==> config.mk <==
export PLATFORM = sky130hd
export DESIGN_NAME = reg_read_stage
export DESIGN_NICKNAME = d
export VERILOG_FILES = /design/src/rtl/rr_pkg.sv /design/src/rtl/rr_fwd_mux.sv /design/src/rtl/reg_read_stage.sv
export SDC_FILE = /design/constraint.sdc
export NUM_CORES = 1
export LEC_CHECK = 0
export CORE_ASPECT_RATIO = 1.4
export CORE_MARGIN = 2
export CORE_UTILIZATION = 37
export CTS_CLUSTER_DIAMETER = 200
export CTS_CLUSTER_SIZE = 14
export DETAILED_ROUTE_END_ITERATION = 12
export PLACE_DENSITY = 0.78
export SYNTH_ARGS = -nofsm -noshare
export SYNTH_HDL_FRONTEND = slang
export SYNTH_HIERARCHICAL = 1
export SYNTH_SLANG_ARGS = --single-unit
==> constraint.sdc <==
create_clock -name clk -period 1.85 [get_ports clk]
set_clock_uncertainty 0.05 [all_clocks]
set_input_delay 0.185 -clock clk [delete_from_list [all_inputs] [get_ports clk]]
set_output_delay 0.185 -clock clk [all_outputs]
set_load 0.03 [all_outputs]
==> src/rtl/rr_pkg.sv <==
// Shared encodings and field positions for the register-read stage.
package rr_pkg;

   localparam logic [1:0] FMT_R    = 2'b11;
   localparam logic [1:0] FMT_I    = 2'b10;
   localparam logic [1:0] FMT_J    = 2'b01;
   localparam logic [1:0] FMT_NONE = 2'b00;

   // Field LSB positions inside the instruction word
   localparam int FMT_LSB = 0;
   localparam int RA_LSB  = 13;
   localparam int RB_LSB  = 10;
   localparam int RD_LSB  = 7;
   localparam int IMM_LSB = 7;

   localparam int IMM_I_W = 6;
   localparam int IMM_J_W = 9;

endpackage

==> src/rtl/rr_fwd_mux.sv <==
// Priority forwarding mux: lowest-index matching source wins, else RF data.
module rr_fwd_mux #(
   parameter int AW      = 3,
   parameter int DATA_W  = 16,
   parameter int NUM_FWD = 2
) (
   input  logic [AW-1:0]             i_addr,
   input  logic [DATA_W-1:0]         i_rf_data,
   input  logic [NUM_FWD-1:0]        i_fwd_valid,
   input  logic [NUM_FWD*AW-1:0]     i_fwd_addr,
   input  logic [NUM_FWD*DATA_W-1:0] i_fwd_data,
   output logic [DATA_W-1:0]         o_data
);

   // Walk from oldest to youngest so the lowest index overwrites last
   always_comb begin
      o_data = i_rf_data;
      for (int i = NUM_FWD - 1; i >= 0; i--) begin
         if (i_fwd_valid[i] && (i_fwd_addr[i*AW +: AW] == i_addr))
            o_data = i_fwd_data[i*DATA_W +: DATA_W];
      end
   end

endmodule

==> src/rtl/reg_read_stage.sv <==
// Register-read stage: decode, operand read with forwarding, load-use bubble.
// Optional RR_PERF_CNT_EN adds saturating hazard/stall counters.
module reg_read_stage
   import rr_pkg::*;
#(
   parameter int DATA_W  = 16,
   parameter int INSTR_W = 16,
   parameter int AW      = 3,
   parameter int PC_W    = 16,
   parameter int NUM_FWD = 2
) (
   input  logic                      clk,
   input  logic                      resetn,
   input  logic                      flush,
   input  logic                      in_valid,
   output logic                      in_ready,
   input  logic [INSTR_W-1:0]        in_instr,
   input  logic [PC_W-1:0]           in_pc,
   output logic [AW-1:0]             rf_raddr_a,
   output logic [AW-1:0]             rf_raddr_b,
   input  logic [DATA_W-1:0]         rf_rdata_a,
   input  logic [DATA_W-1:0]         rf_rdata_b,
   input  logic [NUM_FWD-1:0]        fwd_valid,
   input  logic [NUM_FWD*AW-1:0]     fwd_addr,
   input  logic [NUM_FWD*DATA_W-1:0] fwd_data,
   input  logic                      ex_load_valid,
   input  logic [AW-1:0]             ex_load_dst,
   output logic                      out_valid,
   input  logic                      out_ready,
   output logic [1:0]                out_fmt,
   output logic [DATA_W-1:0]         out_opa,
   output logic [DATA_W-1:0]         out_opb,
   output logic [DATA_W-1:0]         out_imm,
   output logic [AW-1:0]             out_dst,
   output logic [PC_W-1:0]           out_pc
`ifdef RR_PERF_CNT_EN
  ,output logic [31:0]               perf_hazard_cnt,
   output logic [31:0]               perf_stall_cnt
`endif
);

   logic [1:0]         w_fmt;
   logic [AW-1:0]      w_ra, w_rb, w_rd;
   logic [IMM_I_W-1:0] w_imm6;
   logic [IMM_J_W-1:0] w_imm9;
   logic [DATA_W-1:0]  w_val_a, w_val_b;
   logic [DATA_W-1:0]  w_opa, w_opb, w_imm;
   logic [AW-1:0]      w_dst;
   logic               w_hazard, w_advance, w_accept;
   logic               w_unused_instr;

   logic               r_out_valid;
   logic [1:0]         r_fmt;
   logic [DATA_W-1:0]  r_opa, r_opb, r_imm;
   logic [AW-1:0]      r_dst;
   logic [PC_W-1:0]    r_pc;

   assign w_fmt  = in_instr[FMT_LSB +: 2];
   assign w_ra   = in_instr[RA_LSB +: AW];
   assign w_rb   = in_instr[RB_LSB +: AW];
   assign w_rd   = in_instr[RD_LSB +: AW];
   assign w_imm6 = in_instr[IMM_LSB +: IMM_I_W];
   assign w_imm9 = in_instr[IMM_LSB +: IMM_J_W];
   assign w_unused_instr = ^in_instr;

   // Read ports follow the raw fields regardless of in_valid
   assign rf_raddr_a = w_ra;
   assign rf_raddr_b = w_rb;

   rr_fwd_mux #(.AW(AW), .DATA_W(DATA_W), .NUM_FWD(NUM_FWD)) u_fwd_a (
      .i_addr      (w_ra),
      .i_rf_data   (rf_rdata_a),
      .i_fwd_valid (fwd_valid),
      .i_fwd_addr  (fwd_addr),
      .i_fwd_data  (fwd_data),
      .o_data      (w_val_a)
   );

   rr_fwd_mux #(.AW(AW), .DATA_W(DATA_W), .NUM_FWD(NUM_FWD)) u_fwd_b (
      .i_addr      (w_rb),
      .i_rf_data   (rf_rdata_b),
      .i_fwd_valid (fwd_valid),
      .i_fwd_addr  (fwd_addr),
      .i_fwd_data  (fwd_data),
      .o_data      (w_val_b)
   );

   always_comb begin
      w_opa = '0;
      w_opb = '0;
      w_imm = '0;
      w_dst = '0;
      case (w_fmt)
         FMT_R: begin
            w_opa = w_val_a;
            w_opb = w_val_b;
            w_dst = w_rd;
         end
         FMT_I: begin
            w_opa = w_val_a;
            w_imm = DATA_W'(w_imm6);
            w_dst = w_rb;
         end
         FMT_J:   w_imm = DATA_W'(w_imm9);
         default: ;
      endcase
   end

   // Only operands actually read from the RF can collide with a pending load
   always_comb begin
      w_hazard = 1'b0;
      if (in_valid && ex_load_valid) begin
         case (w_fmt)
            FMT_R:   w_hazard = (w_ra == ex_load_dst) || (w_rb == ex_load_dst);
            FMT_I:   w_hazard = (w_ra == ex_load_dst);
            default: w_hazard = 1'b0;
         endcase
      end
   end

   assign w_advance = !r_out_valid || out_ready;
   assign in_ready  = w_advance && !w_hazard;
   assign w_accept  = in_valid && in_ready;

   always_ff @(posedge clk) begin
      if (!resetn) begin
         r_out_valid <= 1'b0;
         r_fmt       <= '0;
         r_opa       <= '0;
         r_opb       <= '0;
         r_imm       <= '0;
         r_dst       <= '0;
         r_pc        <= '0;
      end else if (flush) begin
         r_out_valid <= 1'b0;
      end else if (w_advance) begin
         r_out_valid <= w_accept;
         if (w_accept) begin
            r_fmt <= w_fmt;
            r_opa <= w_opa;
            r_opb <= w_opb;
            r_imm <= w_imm;
            r_dst <= w_dst;
            r_pc  <= in_pc;
         end
      end
   end

   assign out_valid = r_out_valid;
   assign out_fmt   = r_fmt;
   assign out_opa   = r_opa;
   assign out_opb   = r_opb;
   assign out_imm   = r_imm;
   assign out_dst   = r_dst;
   assign out_pc    = r_pc;

`ifdef RR_PERF_CNT_EN
   // Saturating counters; flush deliberately leaves them untouched
   always_ff @(posedge clk) begin
      if (!resetn) begin
         perf_hazard_cnt <= '0;
         perf_stall_cnt  <= '0;
      end else begin
         if (w_hazard && (perf_hazard_cnt != 32'hFFFF_FFFF))
            perf_hazard_cnt <= perf_hazard_cnt + 32'd1;
         if (r_out_valid && !out_ready && (perf_stall_cnt != 32'hFFFF_FFFF))
            perf_stall_cnt <= perf_stall_cnt + 32'd1;
      end
   end
`endif

endmodule

==> impl_metrics.ini <==
[floorplanning]
core-area_mm2 = 0.009953
fp.dieArea_mm2 = 0.01109
rows = 43
start_util_pct = 38.10
fp.dieH_um = 123.8
die_x_um = 89.57
ios = 190

[critical_path]
worstSetupPathType = input port to register
startpoint_type = input port
cp-end-kind = register
worstPathMaxFanout = 10
cp.required_ns = 2.01
worstPathArrival_ns = 1.94

[synthesis]
synthFlopType = dfxtp_1
synth.distinct_cells = 31
synth.avg_cell_area_um2 = 8.758
synth_edf_count = 0
syn_inst = 433
ys_seq_area_share_pct = 33.26
ys_seq_elements = 63
synth_top_area_cell = dfxtp_1
synth_warnings = 6
synth_top_area_share_pct = 33.26
synthesis.area_mm2 = 0.003792
synthArstFlopShare_pct = 0
yosys-top-cells-area = dfxtp_1, mux2i_1, nand2_1, a21oi_1, clkbuf_8
ys_top_cells_by_count = nand2_1, mux2i_1, dfxtp_1
synth_most_common_cell = nand2_1

[global_route]
grt-ovfl-total = 0
grt_pass1_wl_um = 18290
grt_pass1_vias = 3797
grtUsageTotal_pct = 21.65
antenna_found_initial = 0
grt_max_degree = 33

[cells_and_area]
drive_above_1_share_pct = 13.29
num_antenna_cells = 0
syn_to_final_growth_pct = 64.01
nNetsFinal = 744
n_fill_cell = 847
final_util_pct = 62.49

[routing]
routed_via_density = 4.890
routed-via-count = 3751
drtAntennaViolNets = 0
wirelength_um = 13010
drc = 0
drt_iter0_markers = 117
post_drt_wl_per_cell_um = 16.96
drt-pass1-iter-count = 5

[clock_network]
cts_buffers = 9
clk_pin_slew_ns = 0.05
clock_tree.root_cell = clkbuf_16
htree_num_levels = 3
clkLatencyLatePin_ns = 0.32
cts_tree = done
cts.sinks = 63
clockBufferDepth = 2

[sta]
setup_viol = 0
final.min_clock_period_ns = 1.780
rsz0062_at_grt = false
setup-tns-final_ns = 0
hold_viol = 0
slew_violations = 0
max_freq_mhz = 561.9
fin_crit_sh_pct = 96.20

[job]
drv_cap = 0

[placement]
place.gp.congestion = 0.8913
dp_hpwl_um = 9318
portBuffers = 177

[pwr]
ir_drop_uv = 452.0
cellPowerDensity_mw_per_mm2 = 645.9
leakagePower_uw = 0.002644

[status]
status = completed

[min_path]
hold_class = input port to register
[layout make-up]
type	instances	area, um^2	area share [%]
multi-input combinational	330	2196	35.30
clock buffer	14	254.0	4.084
sequential	63	1261	20.28
clock inverter	1	5.005	0.08047
timing repair buffer	221	2323	37.36
inverter	3	11.26	0.1810
tap	135	168.9	2.716
[per-layer routing]
layer | up-vias | wire [um] | GRT usage (%)
met3 | 24 | 990 | 6.163
met2 | 150 | 6745 | 38.88
li1 | 1834 | - | -
met1 | 1743 | 4929 | 23.27
met4 | 0 | 342 | 8.769
met5 | - | 0 | 0
[cells in the final DEF, fill, tap and decap left out, types with 9 or more instances in the layout]
| cell type | netlist | routed |
|---|---|---|
| a21oi_1 | 32 | 30 |
| buf_12 | 2 | 9 |
| buf_4 | 13 | 30 |
| clkbuf_16 | 0 | 14 |
| clkdlybuf4s50_1 | 0 | 156 |
| dfxtp_1 | 63 | 63 |
| mux2i_1 | 91 | 89 |
| nand2_1 | 100 | 99 |
| nand3_1 | 20 | 20 |
| nor2_1 | 36 | 36 |
[final timing paths]
kind / from / to / slack (ns) / depth (start not counted)
min: in_instr[1] / out_fmt[1] / 0.13 / 3
max: in_instr[0] / out_opb[11] / 0.07 / 10
min reg2reg: out_fmt[0] / out_fmt[0] / 0.40 / 2
max reg2reg: out_valid / out_opb[11] / 0.25 / 5
[repair_timing]
item | in CTS | in global routing
gates resized for setup | 28 | 20
hold buffers | 0 | 0
cloned | 1 | 7
pin swaps | 3 | 6
buffers inserted | 2 | 2
endpoints found under the setup margin | 63 | 62
[critical path, cell delays in order]
cell and delay [ns]:
buf_2 0.12, buf_4 0.13, inv_1 0.05, ha_2 0.17, o211ai_1 0.10, or4_4 0.44
buf_4 0.17, and3_4 0.23, clkbuf_16 0.19, mux2i_1 0.12
[cells by family after synthesis]
logic type / after synthesis / synth area share, %
muxes: 91 / 24.02
other: 1 / 0.09888
AOI/OAI and AO/OA: 43 / 6.664
xor gates and xnor gates: 18 / 4.157
DFF: 63 / 33.26
adders and majority gates: 3 / 0.9899
and+or+nand+nor: 167 / 18.87
buffers and inverters: 47 / 11.94
[metrics by stage]
stage / power (uW) / worst slack (ns) / std cells / area (um^2) / hold slack (ns)
after floorplan: 2010 / 0.04501 / 439 / 3815 / 0.2143
after global placement: 2451 / -0.6634 / 740 / 5652 / 0.3925
after detailed placement: 2464 / -0.6682 / 740 / 5652 / 0.3968
after CTS: 3989 / 0.006301 / 758 / 5995 / 0.2089
after global routing: 4180 / 0.01265 / 767 / 6220 / 0.1322
final: 4018 / 0.07033 / 767 / 6220 / 0.1335
[registers in the layout (all words and copies together), names as in the netlist]
| name | cells |
|---|---|
| out_valid | 1 |
| out_imm | 9 |
| out_dst | 3 |
| out_opb | 16 |
| out_opa | 16 |
| out_pc | 16 |
| out_fmt | 2 |
[power breakdown]
group | switching [uW] | total [uW] | internal [uW]
sequential | 28.1 | 1440 | 1410
combinational | 520 | 1080 | 559
clock | 566 | 1500 | 934
Note: power is estimated with default switching activity, not from simulation.
